File: src/rtl/write_data_pkg.sv
// Shared definitions for the pixel-pair frame writer and its reader counterpart:
// FSM encodings and the 48-bit pixel-pair packing order.
package write_data_pkg;

  localparam int PAIR_W = 48;

  typedef enum logic [1:0] {
    STATE_IDLE    = 2'b00,
    STATE_CAPTURE = 2'b01,
    STATE_DONE    = 2'b10
  } state_t;

  // Odd pixel occupies the upper half so a little-endian byte dump reads B,G,R per pixel.
  function automatic logic [PAIR_W-1:0] pack_pair(
    input logic [7:0] r_even, input logic [7:0] g_even, input logic [7:0] b_even,
    input logic [7:0] r_odd,  input logic [7:0] g_odd,  input logic [7:0] b_odd
  );
    return {r_odd, g_odd, b_odd, r_even, g_even, b_even};
  endfunction

endpackage

File: src/rtl/write_data_if.sv
// Pixel-pair stream in, frame-buffer write port and status out.
interface write_data_if
  import write_data_pkg::*;
#(
  parameter int ADDR_WIDTH = 18
);
  logic                  vertical_Pulse;
  logic                  horizontal_Pulse;
  logic [7:0]            data_R_Even;
  logic [7:0]            data_G_Even;
  logic [7:0]            data_B_Even;
  logic [7:0]            data_R_Odd;
  logic [7:0]            data_G_Odd;
  logic [7:0]            data_B_Odd;
  logic                  write_Enable;
  logic [ADDR_WIDTH-1:0] write_Addr;
  logic [PAIR_W-1:0]     write_Data;
  logic                  done_Flag;
  logic                  frame_Error;

  modport master (
    output vertical_Pulse, horizontal_Pulse,
    output data_R_Even, data_G_Even, data_B_Even,
    output data_R_Odd, data_G_Odd, data_B_Odd,
    input  write_Enable, write_Addr, write_Data, done_Flag, frame_Error
  );

  modport slave (
    input  vertical_Pulse, horizontal_Pulse,
    input  data_R_Even, data_G_Even, data_B_Even,
    input  data_R_Odd, data_G_Odd, data_B_Odd,
    output write_Enable, write_Addr, write_Data, done_Flag, frame_Error
  );
endinterface

File: src/rtl/write_data_bmp_addr_gen.sv
// Bottom-up (BMP row order) pair address generator: row/col counters plus a
// running row-base register stepped down by one row per wrap instead of a multiply.
module bmp_addr_gen #(
  parameter int IMAGE_WIDTH  = 768,
  parameter int IMAGE_HEIGHT = 512,
  parameter int ADDR_WIDTH   = 18
) (
  input  logic                  clk,
  input  logic                  reset,
  input  logic                  restart,
  input  logic                  accept,
  output logic [ADDR_WIDTH-1:0] addr,
  output logic                  end_of_frame
);
  localparam int PAIRS_PER_ROW = IMAGE_WIDTH / 2;
  localparam logic [ADDR_WIDTH-1:0] ROW_STEP   = ADDR_WIDTH'(PAIRS_PER_ROW);
  localparam logic [ADDR_WIDTH-1:0] BASE_FIRST = ADDR_WIDTH'((IMAGE_HEIGHT - 1) * PAIRS_PER_ROW);
  localparam logic [9:0] COL_LAST = 10'(PAIRS_PER_ROW - 1);
  localparam logic [9:0] ROW_LAST = 10'(IMAGE_HEIGHT - 1);

  logic [9:0]            row_q, col_q, row_cur, col_cur;
  logic [ADDR_WIDTH-1:0] base_q, base_cur;
  logic                  end_of_row;

  // A restart coinciding with an accept must address pair 0 of the new frame.
  always_comb begin
    row_cur      = restart ? 10'd0 : row_q;
    col_cur      = restart ? 10'd0 : col_q;
    base_cur     = restart ? BASE_FIRST : base_q;
    end_of_row   = (col_cur == COL_LAST);
    end_of_frame = end_of_row && (row_cur == ROW_LAST);
    addr         = base_cur + ADDR_WIDTH'(col_cur);
  end

  always_ff @(posedge clk or negedge reset) begin
    if (!reset) begin
      row_q  <= '0;
      col_q  <= '0;
      base_q <= BASE_FIRST;
    end else if (accept) begin
      if (end_of_row) begin
        col_q  <= '0;
        row_q  <= row_cur + 10'd1;
        base_q <= base_cur - ROW_STEP;
      end else begin
        col_q  <= col_cur + 10'd1;
        row_q  <= row_cur;
        base_q <= base_cur;
      end
    end else if (restart) begin
      row_q  <= '0;
      col_q  <= '0;
      base_q <= BASE_FIRST;
    end
  end
endmodule

File: src/rtl/write_data.sv
// Frame writer: takes pixel pairs framed by vsync and writes them bottom-up
// into a 48-bit frame buffer, flagging frame completion and framing errors.
//
//   state         | meaning
//   STATE_IDLE    | no frame yet; waiting for vsync rise
//   STATE_CAPTURE | accepting pairs, one write per horizontal_Pulse
//   STATE_DONE    | frame complete; done_Flag held until next vsync rise
module write_data
  import write_data_pkg::*;
#(
  parameter int IMAGE_WIDTH  = 768,
  parameter int IMAGE_HEIGHT = 512,
  parameter int ADDR_WIDTH   = 18
) (
  input logic         clk,
  input logic         reset,
  write_data_if.slave pix
);
  state_t                state;
  logic                  vsync_q;
  logic                  vsync_rise;
  logic                  accept;
  logic                  end_of_frame;
  logic [ADDR_WIDTH-1:0] gen_addr;

  assign vsync_rise = pix.vertical_Pulse & ~vsync_q;
  assign accept     = (state == STATE_CAPTURE) & pix.horizontal_Pulse;

  bmp_addr_gen #(
    .IMAGE_WIDTH (IMAGE_WIDTH),
    .IMAGE_HEIGHT(IMAGE_HEIGHT),
    .ADDR_WIDTH  (ADDR_WIDTH)
  ) u_addr_gen (
    .clk         (clk),
    .reset       (reset),
    .restart     (vsync_rise),
    .accept      (accept),
    .addr        (gen_addr),
    .end_of_frame(end_of_frame)
  );

  always_ff @(posedge clk or negedge reset) begin
    if (!reset) begin
      state            <= STATE_IDLE;
      vsync_q          <= 1'b0;
      pix.write_Enable <= 1'b0;
      pix.write_Addr   <= '0;
      pix.write_Data   <= '0;
      pix.done_Flag    <= 1'b0;
      pix.frame_Error  <= 1'b0;
    end else begin
      vsync_q          <= pix.vertical_Pulse;
      pix.write_Enable <= 1'b0;
      case (state)
        STATE_IDLE, STATE_DONE: begin
          // Pairs outside a frame are dropped, even alongside a vsync rise.
          if (pix.horizontal_Pulse) pix.frame_Error <= 1'b1;
          if (vsync_rise) begin
            state         <= STATE_CAPTURE;
            pix.done_Flag <= 1'b0;
          end
        end
        STATE_CAPTURE: begin
          if (vsync_rise) pix.frame_Error <= 1'b1;
          if (pix.horizontal_Pulse) begin
            pix.write_Enable <= 1'b1;
            pix.write_Addr   <= gen_addr;
            pix.write_Data   <= pack_pair(pix.data_R_Even, pix.data_G_Even, pix.data_B_Even,
                                          pix.data_R_Odd, pix.data_G_Odd, pix.data_B_Odd);
            if (end_of_frame) begin
              state         <= STATE_DONE;
              pix.done_Flag <= 1'b1;
            end
          end
        end
        default: state <= STATE_IDLE;
      endcase
    end
  end
endmodule

File: src/flat_wrapper.sv
// flat-port wrapper written by rule: the top's interface ports become plain ports
module write_data_flat import write_data_pkg::*;
#(
  parameter int IMAGE_WIDTH  = 768,
  parameter int IMAGE_HEIGHT = 512,
  parameter int ADDR_WIDTH   = 18
)
  (clk, reset, pix_vertical_Pulse, pix_horizontal_Pulse, pix_data_R_Even, pix_data_G_Even, pix_data_B_Even, pix_data_R_Odd, pix_data_G_Odd, pix_data_B_Odd, pix_write_Enable, pix_write_Addr, pix_write_Data, pix_done_Flag, pix_frame_Error);
  write_data_if #(.ADDR_WIDTH(ADDR_WIDTH)) pix_i ();
  input logic clk;
  input logic reset;
  input wire logic [$bits(pix_i.vertical_Pulse)-1:0] pix_vertical_Pulse;
  input wire logic [$bits(pix_i.horizontal_Pulse)-1:0] pix_horizontal_Pulse;
  input wire logic [$bits(pix_i.data_R_Even)-1:0] pix_data_R_Even;
  input wire logic [$bits(pix_i.data_G_Even)-1:0] pix_data_G_Even;
  input wire logic [$bits(pix_i.data_B_Even)-1:0] pix_data_B_Even;
  input wire logic [$bits(pix_i.data_R_Odd)-1:0] pix_data_R_Odd;
  input wire logic [$bits(pix_i.data_G_Odd)-1:0] pix_data_G_Odd;
  input wire logic [$bits(pix_i.data_B_Odd)-1:0] pix_data_B_Odd;
  output wire logic [$bits(pix_i.write_Enable)-1:0] pix_write_Enable;
  output wire logic [$bits(pix_i.write_Addr)-1:0] pix_write_Addr;
  output wire logic [$bits(pix_i.write_Data)-1:0] pix_write_Data;
  output wire logic [$bits(pix_i.done_Flag)-1:0] pix_done_Flag;
  output wire logic [$bits(pix_i.frame_Error)-1:0] pix_frame_Error;
  assign pix_i.vertical_Pulse = pix_vertical_Pulse;
  assign pix_i.horizontal_Pulse = pix_horizontal_Pulse;
  assign pix_i.data_R_Even = pix_data_R_Even;
  assign pix_i.data_G_Even = pix_data_G_Even;
  assign pix_i.data_B_Even = pix_data_B_Even;
  assign pix_i.data_R_Odd = pix_data_R_Odd;
  assign pix_i.data_G_Odd = pix_data_G_Odd;
  assign pix_i.data_B_Odd = pix_data_B_Odd;
  assign pix_write_Enable = pix_i.write_Enable;
  assign pix_write_Addr = pix_i.write_Addr;
  assign pix_write_Data = pix_i.write_Data;
  assign pix_done_Flag = pix_i.done_Flag;
  assign pix_frame_Error = pix_i.frame_Error;
  write_data #(.IMAGE_WIDTH(IMAGE_WIDTH), .IMAGE_HEIGHT(IMAGE_HEIGHT), .ADDR_WIDTH(ADDR_WIDTH)) u_core (.clk(clk), .reset(reset), .pix(pix_i));
endmodule
File: config.mk
export PLATFORM = sky130hd
export DESIGN_NAME = write_data_flat
export DESIGN_NICKNAME = d
export VERILOG_FILES = /design/src/rtl/write_data_pkg.sv /design/src/rtl/write_data_if.sv /design/src/rtl/write_data_bmp_addr_gen.sv /design/src/rtl/write_data.sv /design/src/flat_wrapper.sv
export SDC_FILE = /design/constraint.sdc
export NUM_CORES = 1
export LEC_CHECK = 0
export ABC_CLOCK_PERIOD_IN_PS = 3090
export BUFFER_PORTS_ARGS = -buffer_cell sky130_fd_sc_hd__clkbuf_2
export CORE_UTILIZATION = 40
export DETAILED_ROUTE_END_ITERATION = 12
export SKIP_LAST_GASP = 1
export SLEW_MARGIN = 5
export SYNTH_ARGS = -nofsm -noshare
export SYNTH_HDL_FRONTEND = slang
export SYNTH_SLANG_ARGS = --single-unit
File: constraint.sdc
create_clock -name clk -period 3.09 [get_ports clk]
set_input_delay 0.4635 -clock clk [delete_from_list [all_inputs] [get_ports clk]]
set_output_delay 0.4635 -clock clk [all_outputs]
set_load 0.03 [all_outputs]
==> metrics.txt, run 1 <==
final worst slack 0.2449 ns; post-synthesis instance total 556; min-delay worst type in2async; clock slew at the register clock pins of the worst setup and hold paths 0.07 ns; number of buffers created by CTS 9; dpl ws 0.1078 ns; part of the Yosys area used for sequential elements 53.23%; Area Growth Syn to Fin 22.46%; peak clock frequency supported by timing 0.3515 GHz; initial antenna violation count 0; cell types with the highest counts after synthesis sky130_fd_sc_hd__nand2_1, sky130_fd_sc_hd__dfrtp_1, sky130_fd_sc_hd__nor2_1; CP Max Fanout 28; final hold viol count 0; Startpoint Class register; layer with the highest usage met2; clock net sink count 110; number of flops mapped to enable cells by yosys 0; Routed Antenna Nets 0; number of remaining DRC errors 0; # nets final 741; Arrival @ worst endpoint 3.05 ns; met2 usage 29.96%; Most used DFF post-synth sky130_fd_sc_hd__dfrtp_1; final slew viol count 0; gr ovfl total 0; number of register bits inferred by synthesis 110; routability cong. 0.8533; buffers added on ports 120; global-route total usage across every layer 18.53%; global routing usage on met1 25.44%; placement row count 41; critical setup path kind reg2reg; crit share post-route 92.07%; synthesized area 5192 um^2; standard cell area after detailed placement 6060 um^2; number of fillers in the final layout 1221; via count of the first global-routing pass 3936; Data required, critical path 3.29 ns; cell count after placement 838; antenna cells 0; via count 4125; H-tree levels 3; Die Span X 115.9 um; buffers from clock root to sink, at most 2; number of endpoints failing setup at the final stage 0; post-synthesis cell type count 56; number of warning messages in the yosys log 0; Setup Skew 0.005424 ns; most common cell in the netlist sky130_fd_sc_hd__nand2_1; post-synthesis async set-or-reset flop share 100.0%; share of cells above drive strength 1 26.14%; maxcap violations 0; areal power density over the cells 508.6 nW/um^2; status finished clean; y dimension of the die 115.9 um; final wirelength 11950 um; Tightest Pin Transition 0.8100 ns; grt met3 use 3.243%; synthesized net count 620; effective utilization at floorplan 41.15%; largest net degree at the start of global routing 81; setup_tns 0 ns; Routed WL per cell 14.01 um; library cell used as clock root buffer sky130_fd_sc_hd__clkbuf_16; Yosys top cell by area sky130_fd_sc_hd__dfrtp_1; Pre-antenna DRT Iters 7; standby leakage power 3.192 nW; global-route wire length before repair 19340 um; core footprint 12620 um^2; area share of the largest cell type after synthesis 48.67%; final instance area 6359 um^2; top cells by area, synth sky130_fd_sc_hd__dfrtp_1, sky130_fd_sc_hd__nand2_1, sky130_fd_sc_hd__dfstp_2; maximum vdd ir drop 0.3399 mV; half-perimeter wire length after placement 8505 um; max_slew headroom 46.00%; sequential standard cell area 2764 um^2; first-iteration detailed-routing DRC count 255; post-DR vias/cell 4.836; number of top-level pins 121; Worst Setup End Kind register; syn avg cell area 9.339 um^2; # hold bufs at CTS 0; Post-Layout Cell Count 853; die outline area 13440 um^2; unrepaired setup endpoints after global routing no; clk_lat worst skew 0.35 ns; clock tree from TritonCTS yes; time the worst path needs with I/O delays and setup 2.845 ns; Multi-input gate area 2295 um^2
report_power, final:
| group | leakage, nW | internal [mW] | total, mW | switching (mW) |
|---|---|---|---|---|
| Combinational | 1.69 | 0.154 | 0.502 | 0.349 |
| Sequential | 1.36 | 1.53 | 1.59 | 0.0610 |
| Clock | 0.140 | 0.631 | 1.14 | 0.510 |
| Total | 3.19 | 2.31 | 3.23 | 0.920 |
logic make-up (layout without fill, tap and decap cells):
family          count (synthesis)  count (layout)  share of synthesized area (%)
fa+ha+maj                      12              12                          3.036
simple gates                  295             295                          26.26
compound gates                 63              63                          7.856
flops                         110             110                          53.23
xor+xnor                       37              37                          6.241
buf+inv                        36             161                          2.747
mux                             3               3                         0.6265
stage by stage:
step	utilization [%]	hold WS [ns]	total power, mW
after floorplan	-	0.1679	1.921
after global placement	48.02	0.4570	2.118
after detailed placement	48.02	0.4615	2.129
after CTS	50.36	0.09740	3.269
after global routing	50.39	0.1189	3.374
final	50.39	0.08047	3.234
area by class of cell:
cell class                 instances  share of cell area (%)
timing repair buffer             137                   11.89
multi-input combinational        410                   36.09
sequential                       110                   43.47
clock inverter                     2                  0.2361
tap                              172                   3.384
clock buffer                      13                   4.408
inverter                           9                  0.5313
cell usage in the layout, fill, tap and decap left out, drive strengths merged, types with 3 or more instances in the layout:
cell	synthesis	routed
xor2	14	14
o21ai	18	18
a211oi	4	4
o31a	3	3
o31ai	7	7
a21oi	16	16
ha	11	11
nand2	189	189
nor2	30	30
xnor2	23	23
buf	6	18
dfrtp	101	101
and2	18	18
clkbuf	21	132
nand4	10	10
nor4	4	4
nor3	14	14
inv	9	9
nand3	11	11
dfstp	9	9
nand2b	3	3
flip-flops by register name, summed over array words and instances, names as in the netlist:
register	flops
u_core.u_addr_gen.row_q	10
u_core.pix.write_Addr	18
u_core.pix.write_Data	48
u_core.u_addr_gen.col_q	10
u_core.pix.write_Enable	1
u_core.state	2
u_core.u_addr_gen.base_q	18
u_core.pix.done_Flag	1
u_core.vsync_q	1
u_core.pix.frame_Error	1
path summary, 6_finish.rpt:
check                                          start                        end  slack, ns  depth (start not counted)
setup / recovery                      u_core.vsync_q  u_core.pix.write_Addr[11]       0.24                         11
hold reg to reg            u_core.pix.write_Data[12]  u_core.pix.write_Data[12]       0.47                          2
setup reg to reg                      u_core.vsync_q  u_core.pix.write_Addr[11]       0.24                         11
min in group clk                  pix_vertical_Pulse             u_core.vsync_q       0.25                          1
max in group asynchronous                      reset   u_core.pix.write_Data[1]       2.21                          2
hold / removal                                 reset  u_core.pix.write_Data[32]       0.08                          1
worst max-delay path, stage by stage, from the launching register on:
cell and delay (ns):
sky130_fd_sc_hd__dfrtp_1 0.37, sky130_fd_sc_hd__nand2b_1 0.19, sky130_fd_sc_hd__buf_12 0.18, sky130_fd_sc_hd__nand2_1 0.12, sky130_fd_sc_hd__inv_1 0.09, sky130_fd_sc_hd__ha_1 0.28
sky130_fd_sc_hd__a211o_1 0.18, sky130_fd_sc_hd__a21oi_1 0.09, sky130_fd_sc_hd__o31ai_2 0.30, sky130_fd_sc_hd__a211oi_2 0.12, sky130_fd_sc_hd__a2111oi_0 0.64, sky130_fd_sc_hd__nor3_1 0.13
metal layers:
layer / share of wire, % / wire [um] / up-vias
met4: 1.5 / 175 / 0
met5: 0 / 0 / -
met1: 48 / 5741 / 1953
li1: - / - / 2070
met2: 47 / 5650 / 87
met3: 3.2 / 382 / 15
timing repair:
| item | 4_1_cts | 5_1_grt |
|---|---|---|
| buffers inserted | 0 | 0 |
| endpoints found under the setup margin | 0 | 2 |
| resized for setup | 0 | 1 |
No activity file was read; power rests on OpenSTA's default activity.
==> run 2: changes to the inputs <==
--- a/config.mk
+++ b/config.mk
@@ -5,6 +5,7 @@
 export SDC_FILE = /design/constraint.sdc
 export NUM_CORES = 1
 export LEC_CHECK = 0
+export ABC_AREA = 1
 export ABC_CLOCK_PERIOD_IN_PS = 3090
 export BUFFER_PORTS_ARGS = -buffer_cell sky130_fd_sc_hd__clkbuf_2
 export CORE_UTILIZATION = 40
==> run 2 against run 1 <==
- combinational power rose to 3.9 times the previous value
- total power up 63%
- routed wire length grew 6.4%
- count of clock-buffer cells in the layout down 4
- worst hold slack worse by 0.063 ns
- critical path type unchanged
- largest cell class unchanged
- highest routed layer unchanged
==> metrics.txt, run 2 <==
cell seen most often among critical-path stages sky130_fd_sc_hd__a21oi_1; critical setup path kind reg2reg (unchanged); Post-Layout Cell Count 997 (was 853); maximum vdd ir drop 0.5441 mV (was 0.3399 mV); number of fillers in the final layout 1344 (was 1221); setup_tns 0 ns (unchanged); global-route total usage across every layer 18.95% (was 18.53%); post-DR vias/cell 4.724 (was 4.836); grt met3 use 6.369% (was 3.243%); placement row count 42 (was 41); Tightest Pin Transition 0.6226 ns (was 0.8100 ns); layer with the highest usage met2 (unchanged); clock slew at the register clock pins of the worst setup and hold paths 0.08 ns (was 0.07 ns); core footprint 13400 um^2 (was 12620 um^2); Yosys top cell by area sky130_fd_sc_hd__dfrtp_1 (unchanged); Worst R2R Start u_core.vsync_q (unchanged); net switching fraction of the power 42.53% (was 28.44%); areal power density over the cells 793.4 nW/um^2 (was 508.6 nW/um^2); cell count after placement 982 (was 838); Die Span X 120.1 um (was 115.9 um); clock share of power 22.5% (was 35.3%); half-perimeter wire length after placement 9309 um (was 8505 um); Pre-antenna DRT Iters 4 (was 7); Area Growth Syn to Fin 18.74% (was 22.46%); Largest register FFs 48 (unchanged); Setup Skew 0.009975 ns (was 0.005424 ns); y dimension of the die 120.1 um (was 115.9 um); cell types with the highest counts after synthesis sky130_fd_sc_hd__nand2_1, sky130_fd_sc_hd__dfrtp_1, sky130_fd_sc_hd__inv_1 (was sky130_fd_sc_hd__nand2_1, sky130_fd_sc_hd__dfrtp_1, sky130_fd_sc_hd__nor2_1); most frequent standard cell in the layout excluding fill and tap cells sky130_fd_sc_hd__nand2_1 (unchanged); number of register bits inferred by synthesis 110 (unchanged); peak clock frequency supported by timing 0.3997 GHz (was 0.3515 GHz); clk_lat worst skew 0.35 ns (about the same); library cell used as clock root buffer sky130_fd_sc_hd__clkbuf_16 (unchanged); max_slew headroom 58.49% (was 46.00%); via count 4710 (was 4125); number of buffers created by CTS 9 (unchanged); most common cell in the netlist sky130_fd_sc_hd__nand2_1 (unchanged); met2 usage 29.56% (was 29.96%); share of cells above drive strength 1 22.90% (was 26.14%); status finished clean (unchanged); # hold bufs at CTS 0 (unchanged); gr ovfl total 0 (unchanged); global routing usage on met1 25.13% (was 25.44%); final hold viol count 0 (unchanged); largest net degree at the start of global routing 84 (was 81); crit share post-route 80.97% (was 92.07%); global-route wire length before repair 21780 um (was 19340 um); synthesized area 5582 um^2 (was 5192 um^2); time the worst path needs with I/O delays and setup 2.502 ns (was 2.845 ns); combinational group share of total power 37.5% (was 15.5%); synthesized net count 767 (was 620); number of remaining DRC errors 0 (unchanged); effective utilization at floorplan 41.65% (was 41.15%); clock net sink count 110 (unchanged); via count of the first global-routing pass 4648 (was 3936); antenna cells 0 (unchanged); initial antenna violation count 0 (unchanged); startpoint of the worst setup timing path u_core.vsync_q (unchanged); maxcap violations 0 (unchanged); post-synthesis instance total 703 (was 556); Post-Route Utilization 49.46% (was 50.39%); unrepaired setup endpoints after global routing no (unchanged); number of warning messages in the yosys log 0 (unchanged); most frequent cells in the layout sky130_fd_sc_hd__nand2_1, sky130_fd_sc_hd__clkbuf_2, sky130_fd_sc_hd__dfrtp_1 (unchanged); buffers added on ports 120 (unchanged); Reg power frac 40.0% (was 49.2%); clock tree from TritonCTS yes (unchanged); net switching power of the design 2.236 mW (was 919.8 uW); Worst Setup End Kind register (unchanged); die outline area 14430 um^2 (was 13440 um^2); min-delay worst type in2async (unchanged); Startpoint Class register (unchanged); first-iteration detailed-routing DRC count 228 (was 255); H-tree levels 3 (unchanged); post-synthesis async set-or-reset flop share 100.0% (unchanged); top cells by area, synth sky130_fd_sc_hd__dfrtp_1, sky130_fd_sc_hd__nand2_1, sky130_fd_sc_hd__inv_1 (was sky130_fd_sc_hd__dfrtp_1, sky130_fd_sc_hd__nand2_1, sky130_fd_sc_hd__dfstp_2); standby leakage power 3.568 nW (was 3.192 nW); post-synthesis cell type count 40 (was 56); number of flops mapped to enable cells by yosys 0 (unchanged); Routed WL per cell 12.75 um (was 14.01 um); peak per-stage delay on the critical path 0.42 ns (was 0.64 ns); final instance area 6628 um^2 (was 6359 um^2); post_cts resized 0 (unchanged); Routed Antenna Nets 0 (unchanged); Top Registers u_core.pix.write_Data (48), u_core.pix.write_Addr (18), u_core.u_addr_gen.base_q (18) (unchanged); Post CTS Setup Buffer Count 0 (unchanged); CP Max Fanout 19 (was 28); standard cell area after detailed placement 6334 um^2 (was 6060 um^2); Arrival @ worst endpoint 2.74 ns (was 3.05 ns); cell internal pwr 3.022 mW (was 2.314 mW); area share of the largest cell type after synthesis 45.28% (was 48.67%); syn avg cell area 7.940 um^2 (was 9.339 um^2); number of top-level pins 121 (unchanged); Data required, critical path 3.33 ns (was 3.29 ns); final wirelength 12710 um (was 11950 um); register bank with the most flops u_core.pix.write_Data (unchanged); # nets final 881 (was 741); Most used DFF post-synth sky130_fd_sc_hd__dfrtp_1 (unchanged); cell type of the slowest stage on the worst timing path sky130_fd_sc_hd__dfrtp_1 (was sky130_fd_sc_hd__a2111oi_0); routability cong. 0.8517 (was 0.8533); part of the Yosys area used for sequential elements 49.52% (was 53.23%); final slew viol count 0 (unchanged); buffers from clock root to sink, at most 2 (unchanged); number of endpoints failing setup at the final stage 0 (unchanged); cell-by-cell trace of the critical path nor2_4 -> nor2_1 -> ha_1 -> a21oi_1 -> o21ai_0 -> a21oi_1 -> o21ai_2 -> or2_1 -> nand3_1 -> nand2_1 (was nand2b_1 -> buf_12 -> nand2_1 -> inv_1 -> ha_1 -> a211o_1 -> a21oi_1 -> o31ai_2 -> a211oi_2 -> a2111oi_0 -> nor3_1)
[run 2: power groups by stage]
stage | Clock [mW] | Sequential [mW] | Combinational [mW]
floorplan | 0 | 2.82 | 0.652
global placement | 0 | 2.11 | 1.98
detailed placement | 0 | 2.12 | 2.01
CTS | 1.22 | 2.11 | 2.00
global route | 1.27 | 2.16 | 2.16
finish | 1.18 | 2.10 | 1.97
[run 2: final cells by class]
class / count / area (um^2) / share of cell area [%]
timing repair buffer: 125 / 653.1 / 9.855
clock inverter: 6 / 68.82 / 1.038
inverter: 77 / 289.0 / 4.361
multi-input combinational: 494 / 2407 / 36.32
sequential: 110 / 2764 / 41.70
tap: 176 / 220.2 / 3.323
clock buffer: 9 / 225.2 / 3.398
[run 2: path summary, 6_finish.rpt]
check | end | slack, ns | cells past startpoint
max | u_core.pix.write_Addr[13] | 0.59 | 10
min | u_core.u_addr_gen.row_q[8] | 0.02 | 1
max reg2reg | u_core.pix.write_Addr[13] | 0.59 | 10
min reg2reg | u_core.pix.write_Data[0] | 0.47 | 2
max in group asynchronous | u_core.u_addr_gen.base_q[10] | 2.30 | 2
min in group clk | u_core.vsync_q | 0.27 | 1
[run 2: kinds of logic after synthesis]
group                    share of synthesized area [%]
AO/OA/AOI/OAI                                    4.528
XOR/XNOR                                         4.237
adder cells (fa/ha/maj)                          2.824
buffers and inverters                            7.352
flip-flops                                       49.52
AND/OR/NAND/NOR                                  31.54
[run 2: metrics by stage]
| stage | hold WS (ns) | power, mW | worst slack [ns] |
|---|---|---|---|
| floorplan | 0.1679 | 3.477 | 0.6053 |
| global placement | 0.4134 | 4.094 | 0.4556 |
| detailed placement | 0.4128 | 4.127 | 0.3733 |
| CTS | 0.02322 | 5.335 | 0.5769 |
| global route | 0.04255 | 5.584 | 0.3525 |
| finish | 0.01786 | 5.258 | 0.5882 |
[run 2: critical path, delay by kind of cell (launching register included)]
kind,cells,cell delay (ns)
adder cells (fa/ha/maj),1,0.38
AND/OR/NAND/NOR,5,0.92
AO/OA/AOI/OAI,4,0.66
flip-flops,1,0.42
[run 2: routing by layer]
metal,up-vias,part of all wire [%]
met4,0,1.4
met2,123,45
met3,16,6.8
met5,-,0
met1,2181,47
li1,2390,-
==> run 3: changes to the inputs <==
--- a/config.mk
+++ b/config.mk
@@ -5,8 +5,8 @@
 export SDC_FILE = /design/constraint.sdc
 export NUM_CORES = 1
 export LEC_CHECK = 0
-export ABC_AREA = 1
-export ABC_CLOCK_PERIOD_IN_PS = 3090
+export ABC_AREA = 0
+export ABC_CLOCK_PERIOD_IN_PS = 2600
 export BUFFER_PORTS_ARGS = -buffer_cell sky130_fd_sc_hd__clkbuf_2
 export CORE_UTILIZATION = 40
 export DETAILED_ROUTE_END_ITERATION = 12
==> constraint.sdc (replaced) <==
create_clock -name clk -period 2.6 [get_ports clk]
set_input_delay 0.39 -clock clk [delete_from_list [all_inputs] [get_ports clk]]
set_output_delay 0.39 -clock clk [all_outputs]
set_load 0.03 [all_outputs]
==> run 3 against run 2 <==
- die area decreased by 6.9%
- count of clock-buffer cells in the layout up 2
- utilization grew 4.6 points
- first-iteration DRC count is 22% lower
- total power is 25% lower
- sequential share of layout area shrank 1.2 points
- worst hold slack improved by 0.030 ns
- flip-flop and latch count stayed put
- fmax fell by 1.9%
- largest cell class unchanged
- highest routed layer unchanged
==> metrics.txt, run 3 (same netlist as run 1, synthesis figures left out) <==
status finished clean (unchanged); final wirelength 11890 um (was 12710 um); initial antenna violation count 0 (unchanged); global-route wire length before repair 19020 um (was 21780 um); # nets final 770 (was 881); die outline area 13440 um^2 (was 14430 um^2); peak clock frequency supported by timing 0.3923 GHz (was 0.3997 GHz); clock tree from TritonCTS yes (unchanged); core footprint 12620 um^2 (was 13400 um^2); routability cong. 0.8146 (was 0.8517); maxcap violations 0 (unchanged); most frequent cells in the layout sky130_fd_sc_hd__nand2_1, sky130_fd_sc_hd__clkbuf_2, sky130_fd_sc_hd__dfrtp_1 (unchanged); number of remaining DRC errors 0 (unchanged); antenna cells 0 (unchanged); max_slew headroom 45.19% (was 58.49%); Arrival @ worst endpoint 2.84 ns (was 2.74 ns); half-perimeter wire length after placement 8144 um (was 9309 um); Routed Antenna Nets 0 (unchanged); CP Max Fanout 7 (was 19); clock net sink count 110 (unchanged); final instance area 6828 um^2 (was 6628 um^2); crit share post-route 98.04% (was 80.97%); number of cells on the worst reg-to-reg path 11 (was 10); Worst R2R Start u_core.vsync_q (unchanged); Final Hold Slack 0.04754 ns (was 0.01786 ns); min-delay worst type in2async (unchanged); Area Growth Syn to Fin 31.49% (was 18.74%); time the worst path needs with I/O delays and setup 2.549 ns (was 2.502 ns); capture point of the worst reg-to-reg path u_core.pix.write_Addr[7] (was u_core.pix.write_Addr[13]); effective utilization at floorplan 41.15% (was 41.65%); largest net degree at the start of global routing 81 (was 84); buffers from clock root to sink, at most 2 (unchanged); y dimension of the die 115.9 um (was 120.1 um); standard cell area after detailed placement 6335 um^2 (was 6334 um^2); via count 4249 (was 4710); unrepaired setup endpoints after global routing yes (was no); first-iteration detailed-routing DRC count 178 (was 228); worst reg-to-reg setup slack 0.05 ns (was 0.59 ns); Die Span X 115.9 um (was 120.1 um); post-DR vias/cell 4.817 (was 4.724); gr ovfl total 0 (unchanged); final slew viol count 0 (unchanged); global-route total usage across every layer 18.21% (was 18.95%); placement row count 41 (was 42); buffers added on ports 120 (unchanged); Top Registers u_core.pix.write_Data (48), u_core.pix.write_Addr (18), u_core.u_addr_gen.base_q (18) (unchanged); maximum vdd ir drop 0.3026 mV (was 0.5441 mV); via count of the first global-routing pass 3928 (was 4648); register bank with the most flops u_core.pix.write_Data (unchanged); Largest register FFs 48 (unchanged); number of buffers created by CTS 9 (unchanged); final worst slack 0.05086 ns (was 0.5882 ns); clock slew at the register clock pins of the worst setup and hold paths 0.08 ns (about the same); H-tree levels 3 (unchanged); setup_tns 0 ns (unchanged); Tightest Pin Transition 0.8221 ns (was 0.6226 ns); number of fillers in the final layout 1160 (was 1344); clk_lat worst skew 0.35 ns (about the same); Pre-antenna DRT Iters 4 (unchanged); Setup Skew 0.009387 ns (was 0.009975 ns); critical setup path kind reg2reg (unchanged); areal power density over the cells 577.5 nW/um^2 (was 793.4 nW/um^2); standby leakage power 3.390 nW (was 3.568 nW); Data required, critical path 2.89 ns (was 3.33 ns); Routed WL per cell 13.48 um (was 12.75 um); final hold viol count 0 (unchanged); Worst Setup End Kind register (unchanged); most frequent standard cell in the layout excluding fill and tap cells sky130_fd_sc_hd__nand2_1 (unchanged); number of top-level pins 121 (unchanged); dpl ws -0.1133 ns (was 0.3733 ns); Startpoint Class register (unchanged); library cell used as clock root buffer sky130_fd_sc_hd__clkbuf_16 (unchanged); share of cells above drive strength 1 33.80% (was 22.90%); number of endpoints failing setup at the final stage 0 (unchanged)
==> run 3: cell count changes in the layout (fill, tap and decap cells not counted), moves of 8 or more <==
| cell | previous run | this run |
|---|---|---|
| sky130_fd_sc_hd__nand2_1 | 279 | 188 |
| sky130_fd_sc_hd__and2_1 | 0 | 14 |
| sky130_fd_sc_hd__nor2_2 | 9 | 1 |
| sky130_fd_sc_hd__buf_4 | 5 | 41 |
| sky130_fd_sc_hd__nor2_1 | 43 | 29 |
| sky130_fd_sc_hd__xnor2_1 | 10 | 23 |
| sky130_fd_sc_hd__nand3_1 | 41 | 11 |
| sky130_fd_sc_hd__inv_1 | 68 | 5 |
==> run 3: where the power goes <==
part	total [mW]	internal, mW	switching (mW)
Clock	1.40	0.776	0.627
Combinational	0.648	0.217	0.431
Sequential	1.89	1.82	0.0736
Total	3.94	2.81	1.13
==> run 3: per-layer routing <==
metal  vias to the layer above  part of all wire [%]  global-route usage (%)  routed length (um)
li1                       2139                     -                       -                   -
met1                      2013                    45                   23.70                5366
met2                        85                    50                   30.60                5905
met3                        12                   3.6                   2.720                 425
met4                         0                   1.6                   7.094                 192
met5                         -                     0                       0                   0
==> run 3: worst max-delay path, stage by stage, from the launching register on <==
cell,delay (ns)
sky130_fd_sc_hd__dfrtp_1,0.38
sky130_fd_sc_hd__nand2b_4,0.18
sky130_fd_sc_hd__buf_6,0.14
sky130_fd_sc_hd__and2_4,0.14
sky130_fd_sc_hd__ha_4,0.26
sky130_fd_sc_hd__or2_4,0.14
sky130_fd_sc_hd__a31oi_4,0.09
sky130_fd_sc_hd__o31ai_4,0.32
sky130_fd_sc_hd__buf_6,0.16
sky130_fd_sc_hd__a21oi_4,0.05
sky130_fd_sc_hd__or4b_1,0.53
sky130_fd_sc_hd__nand3_1,0.08
==> run 3: how the worst max path moves through the flow <==
| stage | depth (start not counted) | end | from |
|---|---|---|---|
| after floorplan | 14 | u_core.pix.write_Addr[13] | u_core.vsync_q |
| after global placement | 12 | u_core.pix.write_Addr[7] | pix_vertical_Pulse |
| after detailed placement | 12 | u_core.pix.write_Addr[13] | pix_vertical_Pulse |
| after CTS | 11 | u_core.pix.write_Addr[13] | u_core.vsync_q |
| after global routing | 11 | u_core.pix.write_Addr[14] | u_core.vsync_q |
| final | 11 | u_core.pix.write_Addr[7] | u_core.vsync_q |
==> run 3: per-stage QoR <==
| step | total power, mW | instances | utilization (%) |
|---|---|---|---|
| after floorplan | 2.301 | 556 | - |
| after global placement | 2.541 | 864 | 50.20 |
| after detailed placement | 2.556 | 864 | 50.20 |
| after CTS | 3.979 | 879 | 52.72 |
| after global routing | 4.143 | 882 | 54.10 |
| final | 3.943 | 882 | 54.10 |
==> run 3: timing repair <==
item / CTS / global route
hold buffers: 0 / 0
buffers inserted: 0 / 5
setup endpoints to repair: 4 / 15
pin swaps: 2 / 17
gates resized for setup: 3 / 33
==> run 3: final cells by class <==
cell class              count  area [um^2]  share of cell area, %
flip-flops and latches    110         2764                  40.48
well taps                 172        215.2                  3.152
clock buffers              11        242.7                  3.555
multi-input cells         410         2532                  37.09
repair buffers            166        983.4                  14.40
inverters                   9        33.78                 0.4948
clock inverters             4        56.30                 0.8246
